### src/rtl/bcd_pkg.sv
// Shared types and constants for the BCD-to-binary converter.
// Combinational only; no latency or flow control of its own.
package bcd_pkg;

  localparam int DIGITOS_DEF = 4;
  localparam logic [3:0] BCD_MAX_DIGITO = 4'd9;
  localparam logic [3:0] CORRECCION = 4'd3;

  typedef enum logic [1:0] {
    INACTIVO     = 2'd0,
    CONVIRTIENDO = 2'd1,
    HECHO        = 2'd2
  } estado_conv_t;

  // Smallest width w with 2**w >= 10**digitos, i.e. ceil(log2(10**digitos)).
  function automatic int ancho_bin(input int digitos);
    longint unsigned potencia;
    int ancho;
    potencia = 1;
    ancho = 0;
    for (int i = 0; i < digitos; i++) potencia = potencia * 10;
    for (int i = 0; i < 64; i++) begin
      if ((64'd1 << i) < potencia) ancho = i + 1;
    end
    return ancho;
  endfunction

endpackage

### src/rtl/bcd_corrector_digito.sv
// One reverse double-dabble digit step: subtract 3 when the shifted digit is >= 8.
// Purely combinational, zero latency, no backpressure.
module bcd_corrector_digito
  import bcd_pkg::*;
(
  input  logic [3:0] digito,
  output logic [3:0] corregido
);

  assign corregido = (digito >= 4'd8) ? (digito - CORRECCION) : digito;

endmodule

### src/rtl/bcd_a_binario.sv
// Iterative BCD-to-binary converter, one bit per clock (valido ANCHO_BIN+2 edges after accept, 2 on bad digit).
// Backpressure: inicio is only taken while listo=1; requests while busy are dropped, not queued.
module bcd_a_binario
  import bcd_pkg::*;
#(
  parameter int DIGITOS   = DIGITOS_DEF,
  parameter int ANCHO_BIN = ancho_bin(DIGITOS)
) (
  input  logic                   clk,
  input  logic                   rst_n,
  input  logic                   inicio,
  input  logic [4*DIGITOS-1:0]   bcd_entrada,
  output logic                   listo,
  output logic                   valido,
  output logic [ANCHO_BIN-1:0]   binario,
  output logic                   error_bcd
);

  localparam int ANCHO_BCD = 4 * DIGITOS;
  localparam int ANCHO_CNT = $clog2(ANCHO_BIN + 1);

  estado_conv_t          estado, estado_sig;
  logic [ANCHO_BCD-1:0]  reg_bcd;
  logic [ANCHO_BCD-1:0]  bcd_desplazado;
  logic [ANCHO_BCD-1:0]  bcd_corregido;
  logic [ANCHO_BIN-1:0]  reg_bin;
  logic [ANCHO_CNT-1:0]  contador;
  logic                  error_reg;
  logic [DIGITOS-1:0]    digito_invalido;

  assign bcd_desplazado = reg_bcd >> 1;

  for (genvar i = 0; i < DIGITOS; i++) begin : g_digito
    bcd_corrector_digito u_corrector (
      .digito    (bcd_desplazado[4*i +: 4]),
      .corregido (bcd_corregido[4*i +: 4])
    );
    // Codes 10..15 all have bit 3 set plus bit 2 or bit 1.
    assign digito_invalido[i] = bcd_entrada[4*i+3] & (bcd_entrada[4*i+2] | bcd_entrada[4*i+1]);
  end

  always_ff @(posedge clk or negedge rst_n) begin
    if (!rst_n) estado <= INACTIVO;
    else        estado <= estado_sig;
  end

  always_comb begin
    estado_sig = estado;
    listo      = 1'b0;
    case (estado)
      INACTIVO: begin
        listo = 1'b1;
        if (inicio) estado_sig = (|digito_invalido) ? HECHO : CONVIRTIENDO;
      end
      CONVIRTIENDO: begin
        if (contador == ANCHO_CNT'(1)) estado_sig = HECHO;
      end
      HECHO:   estado_sig = INACTIVO;
      default: estado_sig = INACTIVO;
    endcase
  end

  always_ff @(posedge clk or negedge rst_n) begin
    if (!rst_n) begin
      reg_bcd   <= '0;
      reg_bin   <= '0;
      contador  <= '0;
      error_reg <= 1'b0;
      valido    <= 1'b0;
      binario   <= '0;
      error_bcd <= 1'b0;
    end else begin
      valido <= 1'b0;
      case (estado)
        INACTIVO: begin
          if (inicio) begin
            reg_bcd   <= bcd_entrada;
            reg_bin   <= '0;
            contador  <= ANCHO_CNT'(ANCHO_BIN);
            error_reg <= |digito_invalido;
          end
        end
        CONVIRTIENDO: begin
          reg_bcd  <= bcd_corregido;
          reg_bin  <= {reg_bcd[0], reg_bin[ANCHO_BIN-1:1]};
          contador <= contador - ANCHO_CNT'(1);
        end
        HECHO: begin
          valido    <= 1'b1;
          binario   <= error_reg ? '0 : reg_bin;
          error_bcd <= error_reg;
        end
        default: ;
      endcase
    end
  end

endmodule

### config.mk
export PLATFORM = sky130hd
export DESIGN_NAME = bcd_a_binario
export DESIGN_NICKNAME = d
export VERILOG_FILES = /design/src/rtl/bcd_pkg.sv /design/src/rtl/bcd_corrector_digito.sv /design/src/rtl/bcd_a_binario.sv
export SDC_FILE = /design/constraint.sdc
export NUM_CORES = 1
export LEC_CHECK = 0
export CAP_MARGIN = 20
export CORE_UTILIZATION = 55
export CTS_BUF_LIST = sky130_fd_sc_hd__clkbuf_16
export CTS_CLUSTER_SIZE = 40
export DETAILED_ROUTE_END_ITERATION = 6
export PLACE_DENSITY = 0.9
export SLEW_MARGIN = 20
export SYNTH_ARGS = -nofsm -noshare
export SYNTH_HDL_FRONTEND = slang
export SYNTH_SLANG_ARGS = --single-unit
### constraint.sdc
create_clock -name clk -period 3.38 [get_ports clk]
set_input_delay 0.338 -clock clk [delete_from_list [all_inputs] [get_ports clk]]
set_output_delay 0.338 -clock clk [all_outputs]
set_load 0.005 [all_outputs]
# ---- Word level (Yosys, flattened, before mapping)
# Index checks and enable logic that the tools add are counted.
dict set report classes {
  n_addsub 5
  magnitude_cmp 4
  eq_ne 5
  n_mux 17
  bitwise_logic 8
  n_reduce_logical 6
}
# cell count
set op_table {}
lappend op_table {{16-bit case mux with 2 select lines} 1}
lappend op_table {{14-bit 2-to-1 mux} 2}
lappend op_table {{14-bit case mux with 2 select lines} 1}
lappend op_table {{4-bit 2-to-1 mux} 5}
lappend op_table {{16-bit 2-to-1 mux} 1}
lappend op_table {{4-bit >= comparator (second input constant)} 3}
lappend op_table {{4-bit by 2-bit subtractor with 4-bit output (second input constant)} 3}
lappend op_table {{4-bit case mux with 2 select lines} 1}
lappend op_table {{2-bit 2-to-1 mux} 3}
lappend op_table {{2-bit AND reduction} 3}
lappend op_table {{1-bit AND} 4}
lappend op_table {{4-bit by 1-bit == test with 1-bit output (second input constant)} 1}
lappend op_table {{3-bit by 4-bit >= comparator with 1-bit output (second input constant)} 1}
lappend op_table {{2-bit != test (second input constant)} 2}
lappend op_table {{1-bit OR} 4}
lappend op_table {{2-bit case mux with 2 select lines} 1}
lappend op_table {{4-bit OR reduction} 1}
lappend op_table {{3-bit by 2-bit subtractor with 4-bit output (second input constant)} 1}
lappend op_table {{4-bit by 1-bit subtractor with 4-bit output (second input constant)} 1}
lappend op_table {{2-bit by 1-bit == test with 1-bit output (second input constant)} 1}
lappend op_table {{2-bit == test (second input constant)} 1}
lappend op_table {{2-bit zero test} 1}
lappend op_table {{1-bit 2-to-1 mux} 2}
lappend op_table {{2-bit nonzero test} 1}
dict set report totals {
  register_bits 53
  word_cells 53
}

# ---- Depth between registers and ports, before layout
dict set report logic_depth {
  word_depth 6
  mapped_depth 6
}

# ---- By module
# A second synthesis with hierarchy kept.
dict set report hier_totals {
  hier_cells 270
  area_unflattened_um2 2563.7
}
# module instances cells_each area_per_inst_um2 seq_area_each_um2
set by_module_without_submodules {}
lappend by_module_without_submodules {bcd_a_binario 1 226 2258.4 1326.3}
lappend by_module_without_submodules {bcd_corrector_digito 4 11 76.3 0.0}

# ---- Least setup slack after synthesis
# No wires, ideal clock.
dict set report synth_timing {
  path_kind {register to register}
  from {reg estado[0]}
  to {reg error_bcd}
  arrival_ns 1.086
  slack_ns 2.169
  stages_incl_launch_ff 6
  period_less_slack_ns 1.211
  path_cell_list {dfrtp_1 buf_4 inv_4 nand2_1 buf_2 mux2_4}
}
dict set report synth_via {
  elab_chain_cells 1
}
# item line
set synth_lines {}
lappend synth_lines {{start, declared} bcd_a_binario.sv:22} ;# estado_conv_t estado, estado_sig;
lappend synth_lines {{start signal, assigned} bcd_a_binario.sv:44} ;# else estado <= estado_sig;
lappend synth_lines {{2-bit == test} bcd_a_binario.sv:74} ;# case (estado)
lappend synth_lines {{end signal, assigned} bcd_a_binario.sv:91} ;# error_bcd <= error_reg;
lappend synth_lines {{end, declared} bcd_a_binario.sv:16} ;# output logic error_bcd
# Every way passes these cells.
# A chain may end at the register's enable or synchronous reset.

# ---- Final worst setup path
# Same ends and word-level chain as after synthesis.

==> metrics <==
CTS max path bufs 2; CTS tree done; Post-DRT Antenna Nets 0; Pleak 1.31 nW; clock transition at the registers of the reported paths 0.07 ns; TNS Setup 0 ns; RSZ-0062 raised after global routing no; Setup-failing EPs final 0; P&R area growth vs syn 21.3%; GPL Wtd Cong 0.853; library cells used by synthesis 32; Seq/Total Area, Yosys 54.1%; CTS-repair resized insts 0; Area contributors post-synth dfrtp_1 54%, a22o_1 5.4%, nand2b_1 4.6%, nand2_1 4.1%, ha_1 4.1%; normalized max-slew margin 40.0%; max FFs per register 16; clk_lat worst skew 0.29 ns; EDFF count, synth 0; post-CTS setup buffers 0; vias in the first global route 1794; DRC violations left 0; DR vias 1826; crit path DAT 2.19 ns; dpl hpwl 3320 um; VDD IR-drop max 0.000462 V; Req. time, crit path 3.55 ns; top-count cell post-synth dfrtp_1; Post-synth ARST share 100%; Largest regs reg_bcd (16), binario (14), reg_bin (14); initial antenna violation count 0; Net Count, Synth 267; core area 4140 sq um; initial core utilization 59.2%; Most flops, register reg_bcd; layout cells sized above 1 5.51%; largest net degree at the start of global routing 54; crit path max fanout 18; gr usage total 24.6%; H-tree Lvls 2; global-route wire length before repair 8290 um; Seq cells post-synth 53; Primary FF master, synth dfrtp_1; mapped cell area 2450 sq um; part of the cycle the worst path needs 59.7%; hold_buf cts 0; outcome completed; GRT overflow 0; Max-Cap Viols 0; cell taking the most area after synthesis dfrtp_1; # port buffers 35; Worst Skew 0.00519 ns; Syn. warnings 0; Commonest cells post-synth 53 x dfrtp_1, 27 x nand2_1, 21 x nor2_1, 20 x o21ai_1, 18 x nand2b_1; fmax 496 MHz; Startpoint Class flop; 1st-pass router iterations 4; Clock Sinks 53; power per cell area 757 nW/um^2; row cnt 23; WS Path Type reg2reg; Worst Setup End Kind flop; Mapped Cells 240; io pins 36; Fin. Hold Viols 0; Slew @ Worst Pin 0.899 ns; Hold Crit Class in2async; post-layout power 2.25 mW; Root Driver clkbuf_16; Die H 68.8 um; via/cell ratio 5.67; drt wl/cell 15.0 um; post-synth top area share 54.1%; fin crit period 2.02 ns; chip width 68.8 um; post-synthesis area per instance 10.2 sq um; DRT Wirelength 4820 um; ant diodes 0; DRT iter0 DRCs 118; Nets 298; Num CTS Buffers 5; fin. max-slew vios 0; die area 4730 sq um
==> placed cells by master (no fill, tap or decap), types with 6 or more instances in the layout <==
| master | count |
|---|---|
| nand2b_1 | 18 |
| nand2_1 | 27 |
| ha_1 | 8 |
| nor2_1 | 21 |
| clkdlybuf4s50_1 | 34 |
| inv_1 | 10 |
| dfrtp_1 | 53 |
| a21oi_1 | 10 |
| a31oi_1 | 6 |
| a22o_1 | 15 |
| xnor2_1 | 6 |
| o21ai_1 | 20 |
==> stage by stage <==
step	hold WS, ns	instances	util (%)	instance area (sq um)	setup WS (ns)
after global placement	0.466	314	67.7	2800	1.30
after global routing	0.119	322	71.8	2970	1.21
after floorplan	0.0424	240	-	2450	2.17
after detailed placement	0.475	314	67.7	2800	1.24
after CTS	0.309	322	71.7	2970	1.39
final	0.0724	322	71.8	2970	1.36
==> final timing paths <==
kind                                 start     endpoint  slack (ns)  depth (start not counted)
worst max-delay path             estado[0]    error_bcd        1.36                          4
worst min-delay path                 rst_n   binario[4]        0.07                          1
worst max register to register   estado[0]    error_bcd        1.36                          4
worst min register to register  binario[9]   binario[9]        0.48                          2
max in group asynchronous            rst_n  reg_bin[13]        2.89                          1
min in group clk                binario[9]   binario[9]        0.48                          2
==> metal layers <==
metal / GRT usage, % / routed length (um) / vias up
met2: 43.0 / 2460 / 51
met1: 30.3 / 2130 / 883
met5: 0 / 0 / -
li1: - / - / 886
met3: 4.61 / 165 / 6
met4: 8.93 / 63 / 0
==> worst max-delay path: stages (launching register included) <==
cell and delay [ns]:
dfrtp_1 0.75, inv_4 0.12, nand2_1 0.42, buf_4 0.29
mux2_4 0.31
==> final cells by class <==
type                    count  area (sq um)
clock buffers               5           125
clock inverters             3          42.5
fillers                   341          1170
inverters                  10          40.0
multi-input cells         164          1010
flip-flops and latches     53          1330
well taps                  50          62.6
repair buffers             37           363
==> kinds of logic after synthesis <==
group                    Yosys count  synth area share (%)
AND/OR/NAND/NOR                   76                  14.8
adder cells (fa/ha/maj)            8                  4.08
XOR/XNOR                           7                  2.50
buffers and inverters             23                  4.54
flip-flops                        53                  54.1
multiplexers                       4                  1.84
AO/OA/AOI/OAI                     69                  18.2
==> where the power goes <==
group	internal [mW]	switching, mW	leakage [nW]
Combinational	0.331	0.384	0.547
Clock	0.348	0.214	0.0852
Sequential	0.778	0.195	0.678
Power figures use the tool's default switching activity.
